==> src/rtl/cache_pkg.sv <==
// Shared types and constants for the direct-mapped cache controller.
package cache_pkg;

  // The stored tag field is the full address width so every LINES setting fits.
  localparam int unsigned LINE_TAG_W   = 3;
  localparam int unsigned LINE_DATA_W  = 4;
  localparam int unsigned MEM_ENTRIES  = 7;
  localparam logic [2:0]  ADDR_INVALID = 3'd7;

  typedef enum logic [2:0] {
    StIdle,
    StWriteback,
    StFillReq,
    StFillWait,
    StDone
`ifdef CACHE_FLUSH_EN
    , StFlush
`endif
  } state_t;

  typedef struct packed {
    logic                   valid;
    logic                   dirty;
    logic [LINE_TAG_W-1:0]  tag;
    logic [LINE_DATA_W-1:0] data;
  } line_t;

endpackage

==> src/rtl/cache_line_array.sv <==
// Line storage: LINES entries, one combinational read port, one write port.
// Only valid/dirty are reset; tag/data are don't-care while a line is invalid.
module cache_line_array
  import cache_pkg::*;
#(
  parameter int unsigned LINES = 2,
  parameter int unsigned IDX_W = 1
) (
  input  logic             clock,
  input  logic             reset_n,
  input  logic [IDX_W-1:0] rd_idx,
  output line_t            rd_line,
  input  logic             we,
  input  logic [IDX_W-1:0] wr_idx,
  input  line_t            wr_line
);

  logic [LINES-1:0]       valid_q;
  logic [LINES-1:0]       dirty_q;
  logic [LINE_TAG_W-1:0]  tag_q  [LINES];
  logic [LINE_DATA_W-1:0] data_q [LINES];

  // State bits: cleared asynchronously, written on we.
  always_ff @(posedge clock or negedge reset_n) begin
    if (!reset_n) begin
      valid_q <= '0;
      dirty_q <= '0;
    end else if (we) begin
      valid_q[wr_idx] <= wr_line.valid;
      dirty_q[wr_idx] <= wr_line.dirty;
    end
  end

  // Payload: no reset needed.
  always_ff @(posedge clock) begin
    if (we) begin
      tag_q[wr_idx]  <= wr_line.tag;
      data_q[wr_idx] <= wr_line.data;
    end
  end

  // Combinational read by index.
  always_comb begin
    rd_line.valid = valid_q[rd_idx];
    rd_line.dirty = dirty_q[rd_idx];
    rd_line.tag   = tag_q[rd_idx];
    rd_line.data  = data_q[rd_idx];
  end

endmodule

==> src/rtl/cache_ctrl.sv <==
// Direct-mapped write-back / write-allocate cache controller.
// Optional build macro CACHE_FLUSH_EN adds flush_req/flush_done and a FLUSH walk.
module cache_ctrl
  import cache_pkg::*;
#(
  parameter int unsigned LINES   = 2,
  parameter int unsigned ADDR_W  = 3,
  parameter int unsigned DATA_W  = 4,
  parameter int unsigned TIMEOUT = 8
) (
  input  logic              clock,
  input  logic              reset_n,
  input  logic              cpu_req,
  input  logic              cpu_we,
  input  logic [ADDR_W-1:0] cpu_addr,
  input  logic [DATA_W-1:0] cpu_wdata,
  output logic              cpu_ready,
  output logic              cpu_ack,
  output logic [DATA_W-1:0] cpu_rdata,
  output logic              cpu_hit,
  output logic              cpu_err,
  output logic              mem_writeback,
  output logic [2:0]        mem_tag,
  output logic [DATA_W-1:0] mem_wdata,
  input  logic [DATA_W-1:0] mem_rdata,
  input  logic              mem_confirma
`ifdef CACHE_FLUSH_EN
  ,
  input  logic              flush_req,
  output logic              flush_done
`endif
);

  localparam int unsigned SH    = $clog2(LINES);
  localparam int unsigned IDX_W = (SH == 0) ? 1 : SH;

  function automatic logic [IDX_W-1:0] idx_of(input logic [ADDR_W-1:0] a);
    return (LINES == 1) ? '0 : a[IDX_W-1:0];
  endfunction

  function automatic logic [LINE_TAG_W-1:0] tag_of(input logic [ADDR_W-1:0] a);
    return LINE_TAG_W'(a >> SH);
  endfunction

  // Rebuild the memory entry number of a cached line from its tag and index.
  function automatic logic [2:0] mem_addr_of(input logic [LINE_TAG_W-1:0] t,
                                             input logic [IDX_W-1:0] i);
    logic [LINE_TAG_W-1:0] ie;
    ie = LINE_TAG_W'(i);
    return (t << SH) | ie;
  endfunction

  state_t            state_q;
  logic              req_we_q;
  logic [ADDR_W-1:0] req_addr_q;
  logic [DATA_W-1:0] req_wdata_q;
  logic [7:0]        cnt_q;
`ifdef CACHE_FLUSH_EN
  logic [2:0]        fidx_q;
`endif

  logic [ADDR_W-1:0] cur_addr;
  logic [DATA_W-1:0] cur_wdata;
  logic [IDX_W-1:0]  rd_idx;
  line_t             rd_line;
  line_t             wr_line;
  logic              line_we;
  logic              hit;
  logic              victim_dirty;
  logic              accept;

  cache_line_array #(
    .LINES(LINES),
    .IDX_W(IDX_W)
  ) u_lines (
    .clock  (clock),
    .reset_n(reset_n),
    .rd_idx (rd_idx),
    .rd_line(rd_line),
    .we     (line_we),
    .wr_idx (rd_idx),
    .wr_line(wr_line)
  );

  assign cpu_ready = (state_q == StIdle);
`ifdef CACHE_FLUSH_EN
  assign accept = (state_q == StIdle) && cpu_req && !flush_req;
`else
  assign accept = (state_q == StIdle) && cpu_req;
`endif

  // Line lookup: live request in IDLE, captured request otherwise.
  always_comb begin
    cur_addr  = (state_q == StIdle) ? cpu_addr : req_addr_q;
    cur_wdata = (state_q == StIdle) ? cpu_wdata : req_wdata_q;
    rd_idx    = idx_of(cur_addr);
`ifdef CACHE_FLUSH_EN
    if (state_q == StFlush) rd_idx = fidx_q[IDX_W-1:0];
`endif
    hit          = rd_line.valid && (rd_line.tag == tag_of(cur_addr));
    victim_dirty = rd_line.valid && rd_line.dirty;
  end

  // Line array updates: installs, write hits, victim invalidation, flush cleaning.
  always_comb begin
    line_we       = 1'b0;
    wr_line.valid = 1'b1;
    wr_line.dirty = 1'b1;
    wr_line.tag   = tag_of(cur_addr);
    wr_line.data  = cur_wdata;
    unique case (state_q)
      StIdle: begin
        line_we = accept && (cpu_addr != ADDR_INVALID) && cpu_we && (hit || !victim_dirty);
      end
      StWriteback: begin
        line_we = 1'b1;
        if (!req_we_q) begin
          wr_line.valid = 1'b0;
          wr_line.dirty = 1'b0;
        end
      end
      StFillWait: begin
        line_we       = mem_confirma;
        wr_line.dirty = 1'b0;
        wr_line.data  = mem_rdata;
      end
`ifdef CACHE_FLUSH_EN
      StFlush: begin
        line_we       = (fidx_q < 3'(LINES)) && victim_dirty;
        wr_line.dirty = 1'b0;
        wr_line.tag   = rd_line.tag;
        wr_line.data  = rd_line.data;
      end
`endif
      default: ;
    endcase
  end

  // Controller FSM with registered CPU and memory outputs.
  always_ff @(posedge clock or negedge reset_n) begin
    if (!reset_n) begin
      state_q       <= StIdle;
      req_we_q      <= 1'b0;
      req_addr_q    <= '0;
      req_wdata_q   <= '0;
      cnt_q         <= '0;
      cpu_ack       <= 1'b0;
      cpu_hit       <= 1'b0;
      cpu_err       <= 1'b0;
      cpu_rdata     <= '0;
      mem_writeback <= 1'b0;
      mem_tag       <= '0;
      mem_wdata     <= '0;
`ifdef CACHE_FLUSH_EN
      fidx_q        <= '0;
      flush_done    <= 1'b0;
`endif
    end else begin
      cpu_ack       <= 1'b0;
      mem_writeback <= 1'b0;
`ifdef CACHE_FLUSH_EN
      flush_done    <= 1'b0;
`endif
      unique case (state_q)
        StIdle: begin
`ifdef CACHE_FLUSH_EN
          if (flush_req) begin
            state_q <= StFlush;
            fidx_q  <= '0;
          end
`endif
          if (accept) begin
            req_we_q    <= cpu_we;
            req_addr_q  <= cpu_addr;
            req_wdata_q <= cpu_wdata;
            cpu_hit     <= 1'b0;
            cpu_err     <= 1'b0;
            cpu_rdata   <= '0;
            if (cpu_addr == ADDR_INVALID) begin
              state_q <= StDone;
              cpu_ack <= 1'b1;
              cpu_err <= 1'b1;
            end else if (hit) begin
              state_q <= StDone;
              cpu_ack <= 1'b1;
              cpu_hit <= 1'b1;
              if (!cpu_we) cpu_rdata <= rd_line.data;
            end else if (victim_dirty) begin
              state_q       <= StWriteback;
              mem_writeback <= 1'b1;
              mem_tag       <= mem_addr_of(rd_line.tag, rd_idx);
              mem_wdata     <= rd_line.data;
            end else if (cpu_we) begin
              state_q <= StDone;
              cpu_ack <= 1'b1;
            end else begin
              state_q <= StFillReq;
              mem_tag <= cpu_addr;
            end
          end
        end
        StWriteback: begin
          if (req_we_q) begin
            state_q <= StDone;
            cpu_ack <= 1'b1;
          end else begin
            state_q <= StFillReq;
            mem_tag <= req_addr_q;
          end
        end
        StFillReq: begin
          state_q <= StFillWait;
          cnt_q   <= '0;
        end
        StFillWait: begin
          if (mem_confirma) begin
            state_q   <= StDone;
            cpu_ack   <= 1'b1;
            cpu_rdata <= mem_rdata;
          end else begin
            cnt_q <= cnt_q + 8'd1;
            // Give up once TIMEOUT unconfirmed FILL_WAIT cycles have elapsed.
            if (cnt_q + 8'd1 == 8'(TIMEOUT)) begin
              state_q   <= StDone;
              cpu_ack   <= 1'b1;
              cpu_err   <= 1'b1;
              cpu_rdata <= '0;
            end
          end
        end
        StDone: begin
          state_q <= StIdle;
        end
`ifdef CACHE_FLUSH_EN
        // One line per cycle; the extra final cycle lets the last writeback be seen.
        StFlush: begin
          if (fidx_q == 3'(LINES)) begin
            state_q    <= StIdle;
            flush_done <= 1'b1;
          end else begin
            if (victim_dirty) begin
              mem_writeback <= 1'b1;
              mem_tag       <= mem_addr_of(rd_line.tag, rd_idx);
              mem_wdata     <= rd_line.data;
            end
            fidx_q <= fidx_q + 3'd1;
          end
        end
`endif
        default: state_q <= StIdle;
      endcase
    end
  end

endmodule

==> config.mk <==
export PLATFORM = sky130hd
export DESIGN_NAME = cache_ctrl
export DESIGN_NICKNAME = d
export VERILOG_FILES = /design/src/rtl/cache_pkg.sv /design/src/rtl/cache_line_array.sv /design/src/rtl/cache_ctrl.sv
export SDC_FILE = /design/constraint.sdc
export NUM_CORES = 1
export LEC_CHECK = 0
export CORE_MARGIN = 3
export CORE_UTILIZATION = 50
export CTS_BUF_LIST = sky130_fd_sc_hd__clkbuf_16
export DETAILED_ROUTE_END_ITERATION = 10
export PLACE_DENSITY = 0.77
export RECOVER_POWER = 100
export SYNTH_ARGS = -nofsm -noshare
export SYNTH_HDL_FRONTEND = slang
export SYNTH_SLANG_ARGS = --single-unit
==> constraint.sdc <==
create_clock -name clock -period 3 [get_ports clock]
set_input_delay 0.6 -clock clock [delete_from_list [all_inputs] [get_ports clock]]
set_output_delay 0.6 -clock clock [all_outputs]
set_load 0.01 [all_outputs]
==> metrics.txt, run 1 <==
Area Growth Syn to Fin 23.8%; grt ovf 0; Worst Hold Class flip-flop to flip-flop; nature of the critical path startpoint flip-flop; Tmin final about 2.8 ns; worst setup path class flip-flop to flip-flop; Total Wirelength between 6000 and 7000 um; FF+latch count, synth 50; worst endpoint required time 3.01 ns; Syn Std Cell Area 2630 sq um; initial antenna violation count 0; ys flop type dfrtp_1; Placed Area a little over 3000 sq um; hpwl dp 4500 um; met1 GRT Util around 29%; Crit Reg-Reg Endpoint u_lines.tag_q[0][0]$_DFFE_PP_; first-pass GRT wire length around 10000 um; CTS Buf Count 5; distinct cell type count of the synthesized netlist between 50 and 60; failing checks max-capacitance violations, max-slew violations; Clock Latency Late Sink approximately 0.29 ns; CP max stage cell or3_1; sequential fraction of the synthesis area roughly half; asr flop ratio synth about 76%; initial core utilization approximately 54%; FF-to-FF setup slack between 0.15 and 0.2 ns; root buf cell clkbuf_16; Final Hold Fails 0; vias in the first global route 2118; R2R Path Start state_q[0]$_DFFE_PN0P_; RSZ-0062 raised after global routing no; clk buf depth 2; status complete, but fails checks; Slew Limit Fails 39; Max IR drop VDD 0.592 mV; largest net degree at the start of global routing 39; Filler cells between 300 and 400; Post-Layout Cell Count about 370; Die Area roughly 6200 sq um; worst hold slack between 0.4 and 0.5 ns; chip width between 70 and 80 um; Most common cell on crit path or3_1; Std-Cell Core Area 4910 sq um; Inst Count DP between 300 and 400; Detailed Routing Iterations Pass 1 5; Clock Skew between 0.002 and 0.0025 ns; PortBufs 31; Syn Area/Cell 10.2 sq um; R2R depth 7; DRT iter0 DRCs 222; area leader, netlist dfrtp_1; HP Start cpu_rdata[0]$_DFFE_PN0P_; Antenna Violating Nets Remaining 0; DR vias 2191; layout cells sized above 1 around an eighth; Syn Inst Count between 200 and 300; Core Rows 25; GR Util met2 between 30% and 40%; CTS resizes 0; finished layout cell area around 3300 sq um; worst slew pin tran between 2 and 2.5 ns; Critical Path AT 2.85 ns; post-synth top area share a little over a third; n_diodes 0; CP cell instances or3_1, mux2_1, or3_1, a22oi_4, nor2_1, a21boi_1, buf_4; Most Crowded Layer GR met2; part of the cycle the worst path needs 94.9%; Placer Congestion between 0.9 and 1; Syn Nets 275; maximum clock rate around 350 MHz; die height approximately 78 um; final net count around 320; clk slew on worst S/H paths ~0.070 ns; TritonCTS clock tree yes; max_cap viols 1; max-slew headroom at the worst pin -33.8%; Ys Warns 0; EDFF count, synth 12; crit path capture type flip-flop; Pwr Total about 3.5 mW; Ports 32; worst stage delay on the critical path around 0.55 ns; Cell Pwr Density 1090 nW/um^2; GRT Total Usage a little over a fifth; Hold Path Depth 2; largest cells by area after synthesis dfrtp_1 36%, edfxtp_1 14%, nand2_1 4.0%; met3 Use GR about 4.2%; CTS Hold Bufs 0; Worst Path Max Fanout 13; cell leakage power approximately 1.4 nW; vias per cell roughly 5.9; Post-CTS Setup Inserts 0; setup violation total in the final timing report 0; drt wl/cell ~17 um; H-tree levels 2; DR DRC count 0; Hold Path End cpu_rdata[0]$_DFFE_PN0P_; CTS sink cnt 50
## critical path: cells and delay by family, from the launching register on
family                 cells  cell delay, ns
AOI/OAI and AO/OA          2            0.36
buffers and inverters      1            0.18
DFF                        1            0.52
muxes                      1            0.42
and+or+nand+nor            3            1.08
## routing by layer
metal	up-vias	routed length (um)
met2	91	3040
met4	0	90
met5	-	0
li1	1040	-
met1	1047	2740
met3	13	345
## worst max-delay path by stage
stage | cells after the start | end | start
6_report | 7 | u_lines.tag_q[0][0]$_DFFE_PP_ | state_q[0]$_DFFE_PN0P_
5_1_grt | 7 | u_lines.data_q[0][1]$_DFFE_PP_ | state_q[0]$_DFFE_PN0P_
4_1_cts | 8 | u_lines.data_q[0][1]$_DFFE_PP_ | cpu_addr[0]
3_5_place_dp | 8 | u_lines.data_q[1][3]$_DFFE_PP_ | cpu_addr[0]
3_3_place_gp | 8 | mem_wdata[1]$_DFFE_PN0P_ | cpu_addr[0]
2_1_floorplan | 7 | u_lines.data_q[1][0]$_DFFE_PP_ | cpu_addr[0]
## synthesized netlist by cell type, types with 4 or more instances
| cell type | n |
|---|---|
| dfrtp_1 | 38 |
| nand2_1 | 28 |
| nor2_1 | 27 |
| edfxtp_1 | 12 |
| o21ai_0 | 12 |
| inv_1 | 8 |
| mux2_2 | 8 |
| a21oi_1 | 7 |
| clkbuf_1 | 7 |
| nand3_1 | 7 |
| nor2b_1 | 7 |
| nor3_1 | 7 |
| a22oi_1 | 6 |
| and3_1 | 6 |
| mux2i_1 | 6 |
| a32oi_1 | 5 |
| o21ai_1 | 5 |
| a21o_1 | 4 |
| o31a_1 | 4 |
| or3_1 | 4 |
## report_power, final
part	leakage (nW)	switching [mW]	internal, mW	total (mW)
registers	0.585	0.195	1.00	1.20
clock network	0.0819	0.257	0.399	0.656
logic	0.714	0.927	0.759	1.69
total	1.38	1.38	2.16	3.54
## stage by stage
stage / util (%) / worst slack (ns) / setup TNS [ns]
2_1_floorplan: - / 0.133 / 0
3_3_place_gp: 63.4 / -0.0535 / -0.431
3_5_place_dp: 63.4 / -0.0757 / -1.07
4_1_cts: 67.0 / 0.176 / 0
5_1_grt: 66.2 / 0.0490 / 0
6_report: 66.2 / 0.154 / 0
## area by class of cell
cell class	count	area (sq um)	area share, %
well taps	67	83.8	2.58
multi-input cells	189	1220	37.6
flip-flops and latches	50	1310	40.3
clock inverters	3	48.8	1.50
clock buffers	5	125	3.85
repair buffers	51	432	13.3
inverters	8	30.0	0.923
## cell usage in the layout, fill, tap and decap left out, types with 2 or more instances in the layout
cell             count
dfrtp_1             38
nand2_1             28
nor2_1              27
dlygate4sd3_1       18
o21ai_0             16
buf_4               13
clkdlybuf4s50_1     12
edfxtp_1            12
inv_1                8
mux2_2               8
nor2b_1              7
nor3_1               7
nand3_1              7
a21oi_1              7
clkbuf_1             7
a22oi_1              6
and3_1               6
mux2i_1              6
or3_1                5
a32oi_1              5
clkbuf_16            5
o31a_1               4
a21o_1               4
and2_0               3
o31ai_1              3
a21boi_1             3
nand2b_1             2
mux2_1               2
xor2_1               2
a22o_1               2
o22a_1               2
## cells by family (layout without fill, tap and decap cells)
logic type	after synthesis	count (layout)	synth area share [%]
fa+ha+maj	1	1	0.476
xor+xnor	3	3	1.00
compound gates	67	67	18.6
flops	50	50	49.9
mux	17	17	7.43
simple gates	101	101	19.5
buf+inv	19	67	3.10
## sequential cells by signal (all words and copies together), names as in the netlist
register / cells
cpu_err: 1
mem_tag: 3
u_lines.dirty_q: 2
u_lines.tag_q: 4
mem_wdata: 4
u_lines.data_q: 8
cpu_hit: 1
cnt_q: 8
cpu_rdata: 4
cpu_ack: 1
u_lines.valid_q: 2
req_we_q: 1
req_wdata_q: 4
state_q: 3
mem_writeback: 1
req_addr_q: 3
Power figures use the tool's default switching activity.
==> inputs of run 2 (changes only) <==
- PLACE_DENSITY: 0.77 -> 0.72
==> metrics.txt, run 2 (synthesis gave the netlist of run 1 again) <==
largest net degree at the start of global routing 39; clk buf depth 2; Slew Limit Fails 39; grt ovf 0; Die Area 6160 sq um; first-pass GRT wire length 10600 um; setup violation total in the final timing report 0; R2R Path Start state_q[2]$_DFFE_PN0P_; RSZ-0062 raised after global routing no; Top delay family on crit path simple AND/OR/NAND/NOR gates; clk slew on worst S/H paths around 0.07 ns; Ports 32; Std-Cell Core Area just under 5000 sq um; Inst Count DP approximately 370; Max IR drop VDD 0.601 mV; H-tree levels 2; maximum clock rate around 350 MHz; CTS sink cnt 50; Total Wirelength ~6200 um; Post-Layout Cell Count 375; layout cells sized above 1 a little under an eighth; setup ws final about 0.13 ns; initial antenna violation count 0; commonest non-fill, non-tap cell in the layout dfrtp_1; TritonCTS clock tree yes; die height just under 80 um; vias in the first global route around 2200; DR DRC count 0; worst stage delay on the critical path between 0.5 and 0.6 ns; hpwl dp around 4600 um; crit path capture type flip-flop; Clock Latency Late Sink between 0.2 and 0.3 ns; Tmin final about 2.9 ns; finished layout cell area 3250 sq um; max_cap viols 1; Cell Pwr Density 1080 nW/um^2; Placed Area 3130 sq um; commonest cells after routing, fill and taps aside 38 x dfrtp_1, 28 x nand2_1, 27 x nor2_1; CTS resizes 0; max-slew headroom at the worst pin -35.9%; HP Start cpu_rdata[0]$_DFFE_PN0P_; part of the cycle the worst path needs a little over nine tenths; Post-CTS Setup Inserts 0; nature of the critical path startpoint primary input; pre-CTS WS -0.0995 ns; drt wl/cell between 15 and 20 um; final net count 324; worst setup path class primary input to flip-flop; Detailed Routing Iterations Pass 1 4; Critical Path AT approximately 3.1 ns; DRT iter0 DRCs 195; GRT Total Usage between 20% and 30%; Setup TNS 0 ns; CP Buf/Inv Count 2; Area Growth Syn to Fin 23.7%; Antenna Violating Nets Remaining 0; initial core utilization a little over half; failing checks max-capacitance violations, max-slew violations; CTS Hold Bufs 0; status complete, but fails checks; Final Hold Fails 0; DR vias 2163; Core Rows 25; worst endpoint required time 3.18 ns; CTS Buf Count 5; vias per cell 5.77; root buf cell clkbuf_16; PortBufs 31; worst slew pin tran between 2 and 2.5 ns; cell leakage power between 1 and 1.5 nW; Placer Congestion between 0.8 and 0.9; n_diodes 0; CP max stage cell or4b_4; Pwr Total around 3.5 mW; worst setup path startpoint cpu_addr[0]; Worst Path Max Fanout 8; Worst Hold Class flip-flop to flip-flop; chip width 78.5 um; Clock Skew around 0.0051 ns; largest registers cnt_q: 8 flops, u_lines.data_q: 8 flops; CP cell instances clkdlybuf4s50_1, or4b_4, and3_1, or3_1, a22oi_4, clkbuf_1, nor3_1, o22a_1
run 2: cell count changes in the layout (fill, tap and decap cells not counted), sizes merged:
cell	previous run	this run
clkbuf	13	16
buf	13	12
clkinv	0	1
clkinvlp	1	0
run 2: cell type report:
class,instances,area (sq um)
fill,402,1660
sequential,50,1310
multi-input combinational,189,1220
timing repair buffer,53,437
clock buffer,5,125
tap,67,83.8
clock inverter,3,43.8
inverter,8,30.0
run 2: worst paths after layout:
check                      cells after the start                  endpoint  slack [ns]
min in group asynchronous                      1      cnt_q[5]$_DFFE_PN0P_        0.87
min                                            2  cpu_rdata[0]$_DFFE_PN0P_        0.48
max in group asynchronous                      1      cnt_q[1]$_DFFE_PN0P_        0.94
min reg2reg                                    2  cpu_rdata[0]$_DFFE_PN0P_        0.48
max                                            8    state_q[0]$_DFFE_PN0P_        0.13
max reg2reg                                    7    state_q[0]$_DFFE_PN0P_        0.15
run 2: where the power goes:
part | internal (mW) | total [mW] | switching (mW)
combinational | 0.755 | 1.68 | 0.930
sequential | 1.00 | 1.18 | 0.182
clock | 0.395 | 0.648 | 0.253
total | 2.15 | 3.52 | 1.37
run 2: worst min-delay path, delay by kind of cell (launching register included):
family           cells  cell delay [ns]
AO/OA/AOI/OAI        1             0.06
flip-flops           1             0.34
AND/OR/NAND/NOR      1             0.04
run 2: per-layer routing:
| layer | routed length, um | vias to the layer above | track usage (%) |
|---|---|---|---|
| li1 | - | 1045 | - |
| met1 | 2810 | 1049 | 29.5 |
| met3 | 276 | 11 | 4.82 |
| met4 | 112 | 0 | 7.87 |
| met2 | 3050 | 58 | 36.6 |
| met5 | 0 | - | 0 |
run 2: per-stage QoR:
step	util, %	hold slack [ns]
after floorplan	-	0.304
after global placement	63.7	0.471
after detailed placement	63.7	0.483
after CTS	67.2	0.454
after global routing	66.2	0.505
final	66.2	0.481
==> inputs of run 3 (changes only) <==
- ABC_AREA: not set -> 1
- CAP_MARGIN: not set -> 20
==> metrics.txt, run 3 <==
RSZ-0062 raised after global routing no; crit path capture type flip-flop; worst endpoint required time ~3.0 ns; DR vias between 2000 and 2500; Critical Path AT about 2.5 ns; area leader, netlist dfrtp_1; maximum clock rate around 390 MHz; chip width 78.5 um; Ys Warns 0; clk slew on worst S/H paths roughly 0.070 ns; Setup TNS 0 ns; Final Hold Fails 0; post-synth top area share a little over a third; commonest cells after routing, fill and taps aside 92 x nand2_1, 39 x inv_1, 38 x dfrtp_1; EDFF count, synth 12; Cell Pwr Density about 980 nW/um^2; Core Rows 25; Most common cell on crit path nand2_2; CTS sink cnt 50; worst stage delay on the critical path 0.48 ns; Syn Area/Cell roughly 8.4 sq um; first-pass GRT wire length 9760 um; layout cells sized above 1 under 10%; Std-Cell Core Area slightly below 5000 sq um; Syn Nets 330; commonest cells in the synthesized netlist 90 x nand2_1, 39 x inv_1, 38 x dfrtp_1, 26 x nand3_1, 23 x o21ai_0; PortBufs 31; Ports 32; initial antenna violation count 0; setup violation total in the final timing report 0; TritonCTS clock tree yes; CP cell instances clkdlybuf4s50_1, inv_1, o21ai_0, nor2_1, nor2_1, nand2_4, nand2_2, nand2_2, nand2_4, nand2_2, inv_1; commonest non-fill, non-tap cell in the layout nand2_1; cell leakage power 1.52 nW; FF+latch count, synth 50; Area Growth Syn to Fin 18.8%; Total Wirelength about 5700 um; worst slew pin tran between 2 and 2.5 ns; max-slew headroom at the worst pin -37.9%; Syn Inst Count 313; Syn Std Cell Area around 2600 sq um; Antenna Violating Nets Remaining 0; Detailed Routing Iterations Pass 1 4; DRT iter0 DRCs 131; clk buf depth 2; part of the cycle the worst path needs 85.3%; Clock Latency Late Sink 0.29 ns; ys flop type dfrtp_1; sequential fraction of the synthesis area 49.9%; CTS Buf Count 5; Placer Congestion approximately 0.84; distinct cell type count of the synthesized netlist 31; top-count cell post-synth nand2_1; HP Start mem_tag[2]$_DFFE_PN0P_; grt ovf 0; initial core utilization ~54%; GRT Total Usage 20.3%; root buf cell clkbuf_16; Post-CTS Setup Inserts 0; largest net degree at the start of global routing 39; vias in the first global route around 2100; final net count approximately 370; Max IR drop VDD between 0.4 and 0.5 mV; CP max stage cell clkdlybuf4s50_1; Filler cells around 450; failing checks max-capacitance violations, max-slew violations; worst setup path startpoint cpu_addr[1]; CTS resizes 0; Die Area between 6000 and 7000 sq um; hpwl dp roughly 4300 um; largest cells by area after synthesis dfrtp_1 36%, edfxtp_1 14%, nand2_1 13%; Slew Limit Fails 39; Clock Skew 0.00212 ns; n_diodes 0; worst setup path class primary input to flip-flop; Worst Hold Class flip-flop to flip-flop; asr flop ratio synth roughly three quarters; Worst Path Max Fanout 6; Tmin final 2.56 ns; drt wl/cell between 10 and 15 um; max_cap viols 1; R2R Path Start state_q[1]$_DFFE_PN0P_; Pwr Total 3.06 mW; nature of the critical path startpoint primary input; DR DRC count 0; H-tree levels 2; CTS Hold Bufs 0; status complete, but fails checks; vias per cell between 5 and 6; die height 78.5 um; largest registers cnt_q: 8 flops, u_lines.data_q: 8 flops
-- run 3: cell types whose count changed after synthesis, moves of 6 or more --
cell / before / now
nand2_1: 28 / 90
nor2b_1: 7 / 0
nand3_1: 7 / 26
mux2_2: 8 / 0
o21ai_0: 12 / 23
inv_1: 8 / 39
a22oi_1: 6 / 0
and3_1: 6 / 0
nand2_4: 0 / 7
nor2_1: 27 / 16
nand2_2: 0 / 11
-- run 3: critical path: cells and delay by family --
family / cells / cell delay, ns
AO/OA/AOI/OAI: 1 / 0.48
buffers and inverters: 3 / 0.74
AND/OR/NAND/NOR: 7 / 0.71
-- run 3: kinds of logic (layout without fill, tap and decap cells) --
logic type      Yosys count  after routing  share of synthesized area [%]
simple gates            170            170                           31.7
flops                    50             50                           49.9
mux                       3              3                           1.14
fa+ha+maj                 1              1                          0.476
compound gates           41             41                           8.66
buf+inv                  44             82                           6.76
xor+xnor                  4              4                           1.33
-- run 3: area by class of cell --
| class | count | area, sq um | share of cell area (%) |
|---|---|---|---|
| clock inverters | 3 | 21.3 | 0.681 |
| multi-input cells | 219 | 1110 | 35.6 |
| clock buffers | 5 | 125 | 4.00 |
| inverters | 40 | 150 | 4.81 |
| well taps | 67 | 83.8 | 2.68 |
| flip-flops and latches | 50 | 1310 | 42.0 |
| repair buffers | 34 | 319 | 10.2 |
-- run 3: final timing paths --
kind / to / slack [ns] / cells past startpoint
max in group asynchronous: mem_wdata[1]$_DFFE_PN0P_ / 0.91 / 1
setup / recovery: u_lines.data_q[0][3]$_DFFE_PP_ / 0.44 / 11
setup reg to reg: u_lines.data_q[0][3]$_DFFE_PP_ / 0.49 / 11
hold / removal: mem_tag[2]$_DFFE_PN0P_ / 0.47 / 2
min in group asynchronous: mem_tag[2]$_DFFE_PN0P_ / 0.90 / 1
hold reg to reg: mem_tag[2]$_DFFE_PN0P_ / 0.47 / 2
-- run 3: metrics by stage --
stage                     util [%]  hold slack, ns  std cells  setup slack [ns]  instance area [sq um]
final                         63.6           0.465        418             0.440                   3120
after global routing          63.6           0.506        418             0.183                   3120
after CTS                     64.3           0.455        418             0.533                   3160
after detailed placement      61.4           0.457        410             0.252                   3010
after global placement        61.4           0.455        410             0.326                   3010
after floorplan                  -           0.304        313             0.921                   2630
-- run 3: power breakdown --
part	switching [mW]	internal, mW
logic	0.912	0.496
registers	0.127	0.971
clock network	0.247	0.309
-- run 3: metal layers --
metal  share of wire, %  global-route usage, %
met5                  0                      0
met4                2.3                   8.57
met3                4.9                   3.67
met2                 46                   32.1
met1                 47                   27.3
==> patch (settings of run 1) <==
`LINES` is set to 2 in 2 places; all go to 1.
--- a/src/rtl/cache_line_array.sv
+++ b/src/rtl/cache_line_array.sv
@@ -3,7 +3,7 @@
 module cache_line_array
   import cache_pkg::*;
 #(
-  parameter int unsigned LINES = 2,
+  parameter int unsigned LINES = 1,
   parameter int unsigned IDX_W = 1
 ) (
   input  logic             clock,
--- a/src/rtl/cache_ctrl.sv
+++ b/src/rtl/cache_ctrl.sv
@@ -3,7 +3,7 @@
 module cache_ctrl
   import cache_pkg::*;
 #(
-  parameter int unsigned LINES   = 2,
+  parameter int unsigned LINES   = 1,
   parameter int unsigned ADDR_W  = 3,
   parameter int unsigned DATA_W  = 4,
   parameter int unsigned TIMEOUT = 8
Function: changed (Yosys sat finds a counterexample within 4 cycles, from zero or initial values and one cycle with reset_n low).
==> patch against run 1 <==
The run still ends with max-capacitance violations, max-slew violations left; area after synthesis is 11% lower; power is 21% lower; routed wire length is 11% lower; synthesized cell count is 12% lower; sequential share of layout area is 0.58 points lower; critical path type is now primary input to flop; cell area is 14% lower; sequential cell count is 7 lower; largest cell class is now multi-input combinational cells; clock skew is 0.0019 ns higher; setup slack better by 0.12 ns; die area is 11% lower; register-to-register slack better by 0.26 ns.
==> patch: results (changes against run 1) <==
Parameter                              Value

Outcome
  Outcome    complete, but fails checks
  Violated checks    max-capacitance violations, max-slew violations

Yosys
  Most instantiated cells after synthesis    50 x nand2_1, 36 x dfrtp_1, 10 x o21ai_0
  Top post-synthesis cells by area    dfrtp_1 39%, edfxtp_1 9.0%, nand2_1 8.1%
  Post-Syn Nets    245 (-11%)
  Mux cell area share after synthesis    8.61% (+1.2 points)
  Synth async-reset ratio    83.7% (+7.7 points)
  Compound-cell area share of the yosys netlist    16.8% (-1.8 points)
  Area share of fa/ha/maj cells after synthesis    0.538% (+0.062 points)
  Post-synth cell types    52 (-7.1%)
  Fraction of the yosys area taken by sequential cells    47.8% (-2.1 points)

STA
  Final Max Slew Viols    37 (-5.1%)
  Tightest slew margin relative to the limit    -32.3% (+1.5 points)
  Worst-case clock skew    0.00430 ns (+0.00189 ns)

Drt
  Iteration-0 DRC Markers    105 (-53%)
  Detail-routed via count per cell    5.94 (+1.2%)
  Detailed route wirelength on metal3    254 µm (-26%)
  Met2 Routed Length    2790 µm (-8.1%)
  Routed wire length    5530 µm (-11%)
  Length of the first detailed-routing pass in iterations    4 (-1)
  Total routed wire length on the met1 layer    2420 µm (-12%)

Placement
  Placed standard-cell area    0.00269 mm² (-14%)
  Routability congestion estimate    0.853 (-5.7%)
  DP HPWL    3880 µm (-14%)

Cells and area
  Inverters    5 (-3)
  Non-clock buffering overhead    12.2% (-1.1 points)
  Footprint of the flip-flops and latches    0.00111 mm² (-15%)
  Area added between synthesis and finish    20.2%
  Multi-input gate share of total cell area    40.0% (+2.4 points)
  Filler Cell Count    357 (-9.8%)
  Net count reported at finish    278 (-14%)
  Register containing the most flip-flops in the final layout    cnt_q
  Count of non-CTS buffers in the layout    37 (-27%)
  Number of multi-input logic gates    169 (-11%)
  Fraction of area in clock buffers and inverters    5.06% (-0.29 points)
  Layout cells sized above 1    7.63% (-4.5 points)

Die
  Effective utilization at floorplan    52.7% (-0.81 points)

Global route
  Total GRT Usage    21.7% (+0.16 points)
  Routing usage on met3    5.41% (+1.2 points)
  Initial antenna violation count    0 (unchanged)
  M1 GR Usage    27.9% (-0.72 points)
  Met2 track demand over resource in global routing    35.3% (-0.37 points)
  Wire length of the first global-routing pass    9050 µm (-12%)
  Via count of the first global-routing pass    1880 (-11%)

Critical path
  Flop-to-flop setup slack    0.41 ns (+0.26 ns)
  Crit-path max cell delay    0.60 ns (+0.05 ns)
  Worst path top cell family by delay    compound AO/OA/AOI/OAI gates
  Worst setup path end    u_lines.tag_q[0][1]
  Worst Path Arrival    2.68 ns (-0.17 ns)
  Reg2reg start    state_q[1]
  Slowest CP cell    dlygate4sd3_1
  Maximum fanout along the worst path    7 (-6)

Worst hold path
  Hold Path Origin    cpu_rdata[3]
  Cell count of the worst hold path    1 (-1)
  End of the worst hold path    cpu_rdata[3]

Pwr
  Maximum VDD drop    666 µV (+13%)
  Static leakage    1.24 nW (-10%)
  Internal Pwr Total    0.00172 W (-20%)

Clock network
  Total number of clock tree sinks    43 (-14%)

Flow run
  Number of maximum-capacitance violations    1 (unchanged)
-- patch: power by group through the flow --
| stage | sequential, W | combinational [W] | clock [W] |
|---|---|---|---|
| finish | 0.00106 | 0.00122 | 0.000524 |
| global route | 0.00109 | 0.00134 | 0.000554 |
| global placement | 0.00106 | 0.00126 | 0 |
| floorplan | 0.00103 | 0.000880 | 0 |
| CTS | 0.00106 | 0.00132 | 0.000530 |
| detailed placement | 0.00107 | 0.00130 | 0 |
-- patch: through the flow --
step,hold slack [ns],worst slack [ns],total power (W),cells
finish,0.479,0.274,0.00281,314
global placement,0.461,0.176,0.00233,306
detailed placement,0.472,0.0992,0.00237,306
global route,0.498,0.156,0.00299,314
CTS,0.486,0.394,0.00291,314
floorplan,0.304,0.712,0.00191,228
-- patch: kinds of logic (layout without fill, tap and decap cells) --
group	after synthesis	count (layout)
simple gates	97	97
buf+inv	16	50
fa+ha+maj	1	1
xor+xnor	4	4
compound gates	50	50
flops	43	43
mux	17	17
